### config.mk
export PLATFORM = sky130hd
export DESIGN_NAME = stw_scheduler
export DESIGN_NICKNAME = d
export VERILOG_FILES = /design/src/rtl/stw_pkg.sv /design/src/rtl/stw_vec_rom.sv /design/src/rtl/stw_scheduler.sv
export SDC_FILE = /design/constraint.sdc
export NUM_CORES = 1
export LEC_CHECK = 0
export BUFFER_PORTS_ARGS = -buffer_cell sky130_fd_sc_hd__buf_4
export CORE_UTILIZATION = 45
export DETAILED_ROUTE_END_ITERATION = 8
export GPL_ROUTABILITY_DRIVEN = 1
export HOLD_SLACK_MARGIN = 0.12
export PLACE_DENSITY = 0.91
export SLEW_MARGIN = 30
export SYNTH_ARGS = -nofsm -noshare
export SYNTH_HDL_FRONTEND = slang
export SYNTH_SLANG_ARGS = --single-unit
### constraint.sdc
create_clock -name clk -period 3.89 [get_ports clk]
set_clock_uncertainty 0.05 [all_clocks]
set_input_delay 0.1945 -clock clk [delete_from_list [all_inputs] [get_ports clk]]
set_output_delay 0.1945 -clock clk [all_outputs]
set_load 0.03 [all_outputs]
### src/rtl/stw_pkg.sv
// Shared definitions for the systolic-array self-test wrapper (STW) scheduler:
// FSM state encodings, sweep length and the built-in test vector table.
package stw_pkg;

  localparam int unsigned NUM_VEC = 4;
  localparam int unsigned VecIdxW = $clog2(NUM_VEC);

  // FSM state encoding (plain constants for compatibility with older flows).
  typedef logic [2:0] stw_state_t;
  localparam stw_state_t StIdle  = 3'd0;
  localparam stw_state_t StLoad  = 3'd1;
  localparam stw_state_t StStart = 3'd2;
  localparam stw_state_t StGuard = 3'd3;
  localparam stw_state_t StWait  = 3'd4;
  localparam stw_state_t StDone  = 3'd5;

  // Stored operands only; the expected word is derived from them at the
  // configured width so the table stays valid for any WORD_SIZE.
  typedef struct packed {
    logic [15:0] op1;
    logic [15:0] op2;
    logic [15:0] add;
  } stw_vec_t;

  // V0 3*5+7=22, V1 FFFF*FFFF+0=0001, V2 AAAA*1+5555=FFFF, V3 0*1234+0=0.
  function automatic stw_vec_t vec_lookup(input logic [VecIdxW-1:0] idx);
    stw_vec_t v;
    case (idx)
      2'd0:    v = '{op1: 16'h0003, op2: 16'h0005, add: 16'h0007};
      2'd1:    v = '{op1: 16'hFFFF, op2: 16'hFFFF, add: 16'h0000};
      2'd2:    v = '{op1: 16'hAAAA, op2: 16'h0001, add: 16'h5555};
      default: v = '{op1: 16'h0000, op2: 16'h1234, add: 16'h0000};
    endcase
    return v;
  endfunction

endpackage

### src/rtl/stw_vec_rom.sv
// Combinational test-vector ROM: vector index -> three operands plus the
// expected MAC result (op1*op2+add, truncated to WORD_SIZE).
module stw_vec_rom
  import stw_pkg::*;
#(
  parameter int unsigned WORD_SIZE = 16
) (
  input  logic [VecIdxW-1:0]   vec_idx_i,
  output logic [WORD_SIZE-1:0] op1_o,
  output logic [WORD_SIZE-1:0] op2_o,
  output logic [WORD_SIZE-1:0] add_o,
  output logic [WORD_SIZE-1:0] exp_o
);

  stw_vec_t vec;

  // Table lookup and reference MAC; the product wraps at WORD_SIZE.
  always_comb begin
    vec   = vec_lookup(vec_idx_i);
    op1_o = WORD_SIZE'(vec.op1);
    op2_o = WORD_SIZE'(vec.op2);
    add_o = WORD_SIZE'(vec.add);
    exp_o = op1_o * op2_o + add_o;
  end

endmodule

### src/rtl/stw_scheduler.sv
// Self-test sweep scheduler: on request (while the array is idle) it walks
// every built-in vector through all MAC PEs (load, start, guard, wait) and
// accumulates a per-PE fault map.
// Optional feature: define STW_TIMEOUT_EN to bound each WAIT to TIMEOUT
// cycles; PEs still incomplete at that point are marked faulty.
module stw_scheduler
  import stw_pkg::*;
#(
  parameter int unsigned WORD_SIZE = 16,
  parameter int unsigned NUM_PE    = 4,
  parameter int unsigned TIMEOUT   = 8
) (
  input  logic                 clk,
  input  logic                 rst,
  input  logic                 test_req,
  input  logic                 sa_idle,
  input  logic [NUM_PE-1:0]    stw_complete,
  input  logic [NUM_PE-1:0]    stw_result,
  output logic                 stw_load_en,
  output logic [WORD_SIZE-1:0] stw_mult_op1,
  output logic [WORD_SIZE-1:0] stw_mult_op2,
  output logic [WORD_SIZE-1:0] stw_add_op,
  output logic [WORD_SIZE-1:0] stw_expected,
  output logic [NUM_PE-1:0]    stw_start,
  output logic                 test_busy,
  output logic                 test_done,
  output logic [NUM_PE-1:0]    fault_map,
  output logic                 fault_any
);

  if (TIMEOUT < 1) begin : g_timeout_chk
    $error("stw_scheduler: TIMEOUT must be at least 1");
  end

  stw_state_t          state_q, state_d;
  logic [VecIdxW-1:0]  vec_idx_q, vec_idx_d;
  logic [NUM_PE-1:0]   fault_map_q, fault_map_d;
  logic                load_en_q;
  logic [NUM_PE-1:0]   start_q;
  logic                done_q;
  logic [WORD_SIZE-1:0] op1_q, op2_q, add_q, exp_q;
  logic [WORD_SIZE-1:0] rom_op1, rom_op2, rom_add, rom_exp;
  logic                all_complete;
  logic                wait_exit;
  logic [NUM_PE-1:0]   wait_fault;

  // Indexed by the next vector so operands are registered on LOAD entry.
  stw_vec_rom #(
    .WORD_SIZE(WORD_SIZE)
  ) u_vec_rom (
    .vec_idx_i(vec_idx_d),
    .op1_o    (rom_op1),
    .op2_o    (rom_op2),
    .add_o    (rom_add),
    .exp_o    (rom_exp)
  );

  assign all_complete = &stw_complete;

`ifdef STW_TIMEOUT_EN
  localparam int unsigned CntW = (TIMEOUT > 1) ? $clog2(TIMEOUT) : 1;

  logic [CntW-1:0] tmo_cnt_q, tmo_cnt_d;
  logic            tmo_hit;

  assign tmo_hit    = (tmo_cnt_q == CntW'(TIMEOUT - 1));
  assign wait_exit  = all_complete | tmo_hit;
  // With every PE complete this reduces to ~stw_result.
  assign wait_fault = ~stw_complete | ~stw_result;

  // Count WAIT cycles; zero whenever not waiting, so each WAIT starts at 0.
  always_comb begin
    tmo_cnt_d = '0;
    if (state_q == StWait && !wait_exit) begin
      tmo_cnt_d = tmo_cnt_q + 1'b1;
    end
  end

  // Timeout counter register.
  always_ff @(posedge clk) begin
    if (rst) begin
      tmo_cnt_q <= '0;
    end else begin
      tmo_cnt_q <= tmo_cnt_d;
    end
  end
`else
  assign wait_exit  = all_complete;
  assign wait_fault = ~stw_result;
`endif

  // Sweep sequencing, vector stepping and fault accumulation.
  always_comb begin
    state_d     = state_q;
    vec_idx_d   = vec_idx_q;
    fault_map_d = fault_map_q;
    case (state_q)
      StIdle: begin
        if (test_req && sa_idle) begin
          state_d     = StLoad;
          vec_idx_d   = '0;
          fault_map_d = '0;
        end
      end
      StLoad:  state_d = StStart;
      StStart: state_d = StGuard;
      // PEs may still show the previous vector's completion here.
      StGuard: state_d = StWait;
      StWait: begin
        if (wait_exit) begin
          fault_map_d = fault_map_q | wait_fault;
          if (vec_idx_q == VecIdxW'(NUM_VEC - 1)) begin
            state_d = StDone;
          end else begin
            state_d   = StLoad;
            vec_idx_d = vec_idx_q + 1'b1;
          end
        end
      end
      StDone:  state_d = StIdle;
      default: state_d = StIdle;
    endcase
  end

  // FSM state, vector index and fault map registers.
  always_ff @(posedge clk) begin
    if (rst) begin
      state_q     <= StIdle;
      vec_idx_q   <= '0;
      fault_map_q <= '0;
    end else begin
      state_q     <= state_d;
      vec_idx_q   <= vec_idx_d;
      fault_map_q <= fault_map_d;
    end
  end

  // Registered strobes and operands, decoded from the next state.
  always_ff @(posedge clk) begin
    if (rst) begin
      load_en_q <= 1'b0;
      start_q   <= '0;
      done_q    <= 1'b0;
      op1_q     <= '0;
      op2_q     <= '0;
      add_q     <= '0;
      exp_q     <= '0;
    end else begin
      load_en_q <= (state_d == StLoad);
      start_q   <= {NUM_PE{state_d == StStart}};
      done_q    <= (state_d == StDone);
      if (state_d == StLoad) begin
        op1_q <= rom_op1;
        op2_q <= rom_op2;
        add_q <= rom_add;
        exp_q <= rom_exp;
      end
    end
  end

  assign stw_load_en  = load_en_q;
  assign stw_start    = start_q;
  assign test_done    = done_q;
  assign stw_mult_op1 = op1_q;
  assign stw_mult_op2 = op2_q;
  assign stw_add_op   = add_q;
  assign stw_expected = exp_q;
  assign test_busy    = (state_q != StIdle);
  assign fault_map    = fault_map_q;
  assign fault_any    = |fault_map_q;

endmodule

==> impl_metrics.toml <==
[synth]
synth_common_cells = "buf_4 (58), dfxtp_1 (21), a21oi_1 (11), nor2_1 (8), ha_1 (6)"
syn-cell-area_um2 = 1370
yosysMostFrequentCell = "buf_4"
synth_warnings = 0
synth_area_per_cell_um2 = 8.70
synthArstFlopShare_pct = 0
synth_flop_cell = "dfxtp_1"
synthCells = 158
synthDistinctLibCells = 35
yosysTopAreaCellShare_pct = 31.7
yosys.area.top_type = "buf_4"
ys_top_cells_by_area = "buf_4 (32%), dfxtp_1 (31%), ha_1 (5.5%), a21oi_1 (4.0%), a32oi_2 (2.4%)"
yosysSeqAreaShare_pct = 30.6
synth-edff-count = 0
ys_seq_elements = 21

[worst_setup_path]
r2r_cells = 7
crit_required_ps = 4090
path_class = "reg -> reg"
worst_setup_path_start_kind = "register"
critPathBufInv = 1
critPathMaxFanout = 6
slowest_stage = "or4_1"
max_stage_delay_ps = 520
cp_data_arrival_time_ps = 2410
cp-startpoint = "state_q[2]"
reg2reg_slack_ps = 1680
setup.worst_path.end_class = "register"
r2r-start = "state_q[2]"
critical_path.cell_chain = "nor3_2 > and3_1 > or2_1 > inv_1 > ha_1 > or4_1 > a21oi_1"
cp_top_family = "simple AND/OR/NAND/NOR gates"
r2r_end = "stw_mult_op1[0]"

[floorplan]
start_util_pct = 48.6
die_w_um = 57.3
die_h_um = 57.3
dieArea_um2 = 3280
core_region_area_um2 = 2830
core.rowCount = 19
ios = 88

[placement]
hpwl_um = 1900
io_buffers = 80
place.gp.congestion = 0.739

[clock_network]
numCtsBuffers = 3
cts_hold_buf = 1
cts_resized = 0
cts_tree = "yes"
cts.clk_slew.worst_paths_ps = 110
clk_latency_ps = 300
root_buffer = "clkbuf_4"
clock_sinks = 21
cts_setup_buffers = 0
cts_max_level = 1
cts.path.max_buffers = 2

[routing]
viasPerCell = 4.90
ant_nets = 0
wl_per_cell_um = 11.3
routed_wl_um = 2450
drt_iter0_drc = 28
drc = 7
vias = 1063
dr.pass1.iters = 6

[global_route]
grt_first_pass_wirelength_um = 3690
grt_pass1_vias = 824
grt_max_degree = 20
grt_overflow_total = 0
antenna_found_initial = 0
gr-usage-all-layers_pct = 14.1

[layout]
final_nets = 205
antenna_cells = 0
syn2layout_area_growth_pct = 17.6
drive_gt1_share_pct = 47.3

[sta]
tightest_slew_ps = 692
setup_viol = 0
fin_tns_setup_ps = 0
rsz0062_at_grt = "no"
slew_headroom_pct = 53.9
layout_min_cycle_time_ps = 2210
slew_violations = 0
fmax_mhz = 453
finalHoldViolCount = 0
hold_ws_ps = 136
period_share_pct = 56.8

[hold_path]
hold_class = "in -> reg"
hold_end = "fault_map[2]"
holdCritStartpoint = "stw_result[2]"
hold_depth = 3

[pwr]
pwr_density_cell_nw_per_um2 = 304
p_leak_nw = 0.828
irDropWorstVdd_v = 0.000275

[flow_run]
drv_cap = 0

[status]
violations = "DRC"
status = "finished, violations left"
where the power goes:
part	internal (mW)	switching, mW
Sequential	0.228	0.0128
Combinational	0.0544	0.0940
Clock	0.0400	0.0627
metrics by stage:
| step | cell area [um2] | instances | util (%) | power, mW | setup WS, ps |
|---|---|---|---|---|---|
| 2_1_floorplan | 1400 | 164 | - | 0.360 | 1800 |
| 3_3_place_gp | 1580 | 212 | 55.8 | 0.391 | 1760 |
| 3_5_place_dp | 1580 | 212 | 55.8 | 0.393 | 1720 |
| 4_1_cts | 1620 | 217 | 57.1 | 0.495 | 1690 |
| 5_1_grt | 1620 | 217 | 57.1 | 0.515 | 1510 |
| 6_report | 1620 | 217 | 57.1 | 0.492 | 1680 |
worst max path at each step:
| stage | to | cells past startpoint | slack, ps |
|---|---|---|---|
| finish | stw_mult_op1[0] | 7 | 1680 |
| global route | stw_mult_op1[0] | 7 | 1510 |
| CTS | stw_mult_op1[0] | 7 | 1690 |
| detailed placement | stw_mult_op1[0] | 7 | 1720 |
| global placement | stw_mult_op1[0] | 6 | 1760 |
| floorplan | stw_mult_op1[0] | 7 | 1800 |
cells in the final DEF (no fill, tap or decap), drive strengths merged, types with 2 or more instances in the layout:
cell type	count
clkbuf	4
dfxtp	21
nor2	8
conb	7
a211oi	2
a21oi	11
o21ai	6
ha	6
or4	2
a32oi	2
o21a	4
buf	80
xnor2	2
inv	3
nor2b	2
nand3	4
nor3	6
a32o	2
layer usage:
metal | vias up | track usage (%) | wire [um]
met5 | - | 0 | 0
met4 | 0 | 1.05 | 0
met3 | 0 | 5.44 | 217
met2 | 52 | 25.2 | 1210
met1 | 484 | 16.6 | 1020
li1 | 527 | - | -
worst min-delay path: cells and delay by family:
kind | cells | cell delay, ps
compound gates | 1 | 150
buf+inv | 1 | 80
simple gates | 1 | 30
final cells by class:
cell class | instances | area [um2]
fillers | 274 | 1210
well taps | 31 | 38.8
flip-flops and latches | 21 | 420
clock buffers | 4 | 26.3
multi-input cells | 77 | 508
inverters | 3 | 11.3
repair buffers | 81 | 611
sequential cells by signal, summed over array words and instances (netlist names):
name,count
stw_mult_op2,2
state_q,3
fault_map,4
stw_start,1
stw_load_en,1
vec_idx_q,2
stw_add_op,1
test_done,1
stw_expected,3
stw_mult_op1,3
kinds of logic (layout without fill, tap and decap cells):
kind of cell,count (synthesis),after routing,synth area share [%]
AND/OR/NAND/NOR,33,33,14.0
AO/OA/AOI/OAI,29,29,14.3
flip-flops,21,21,30.6
other,1,7,0.273
buffers and inverters,66,88,34.1
XOR/XNOR,2,2,1.28
adder cells (fa/ha/maj),6,6,5.46
(Power assumes the default switching activity.)
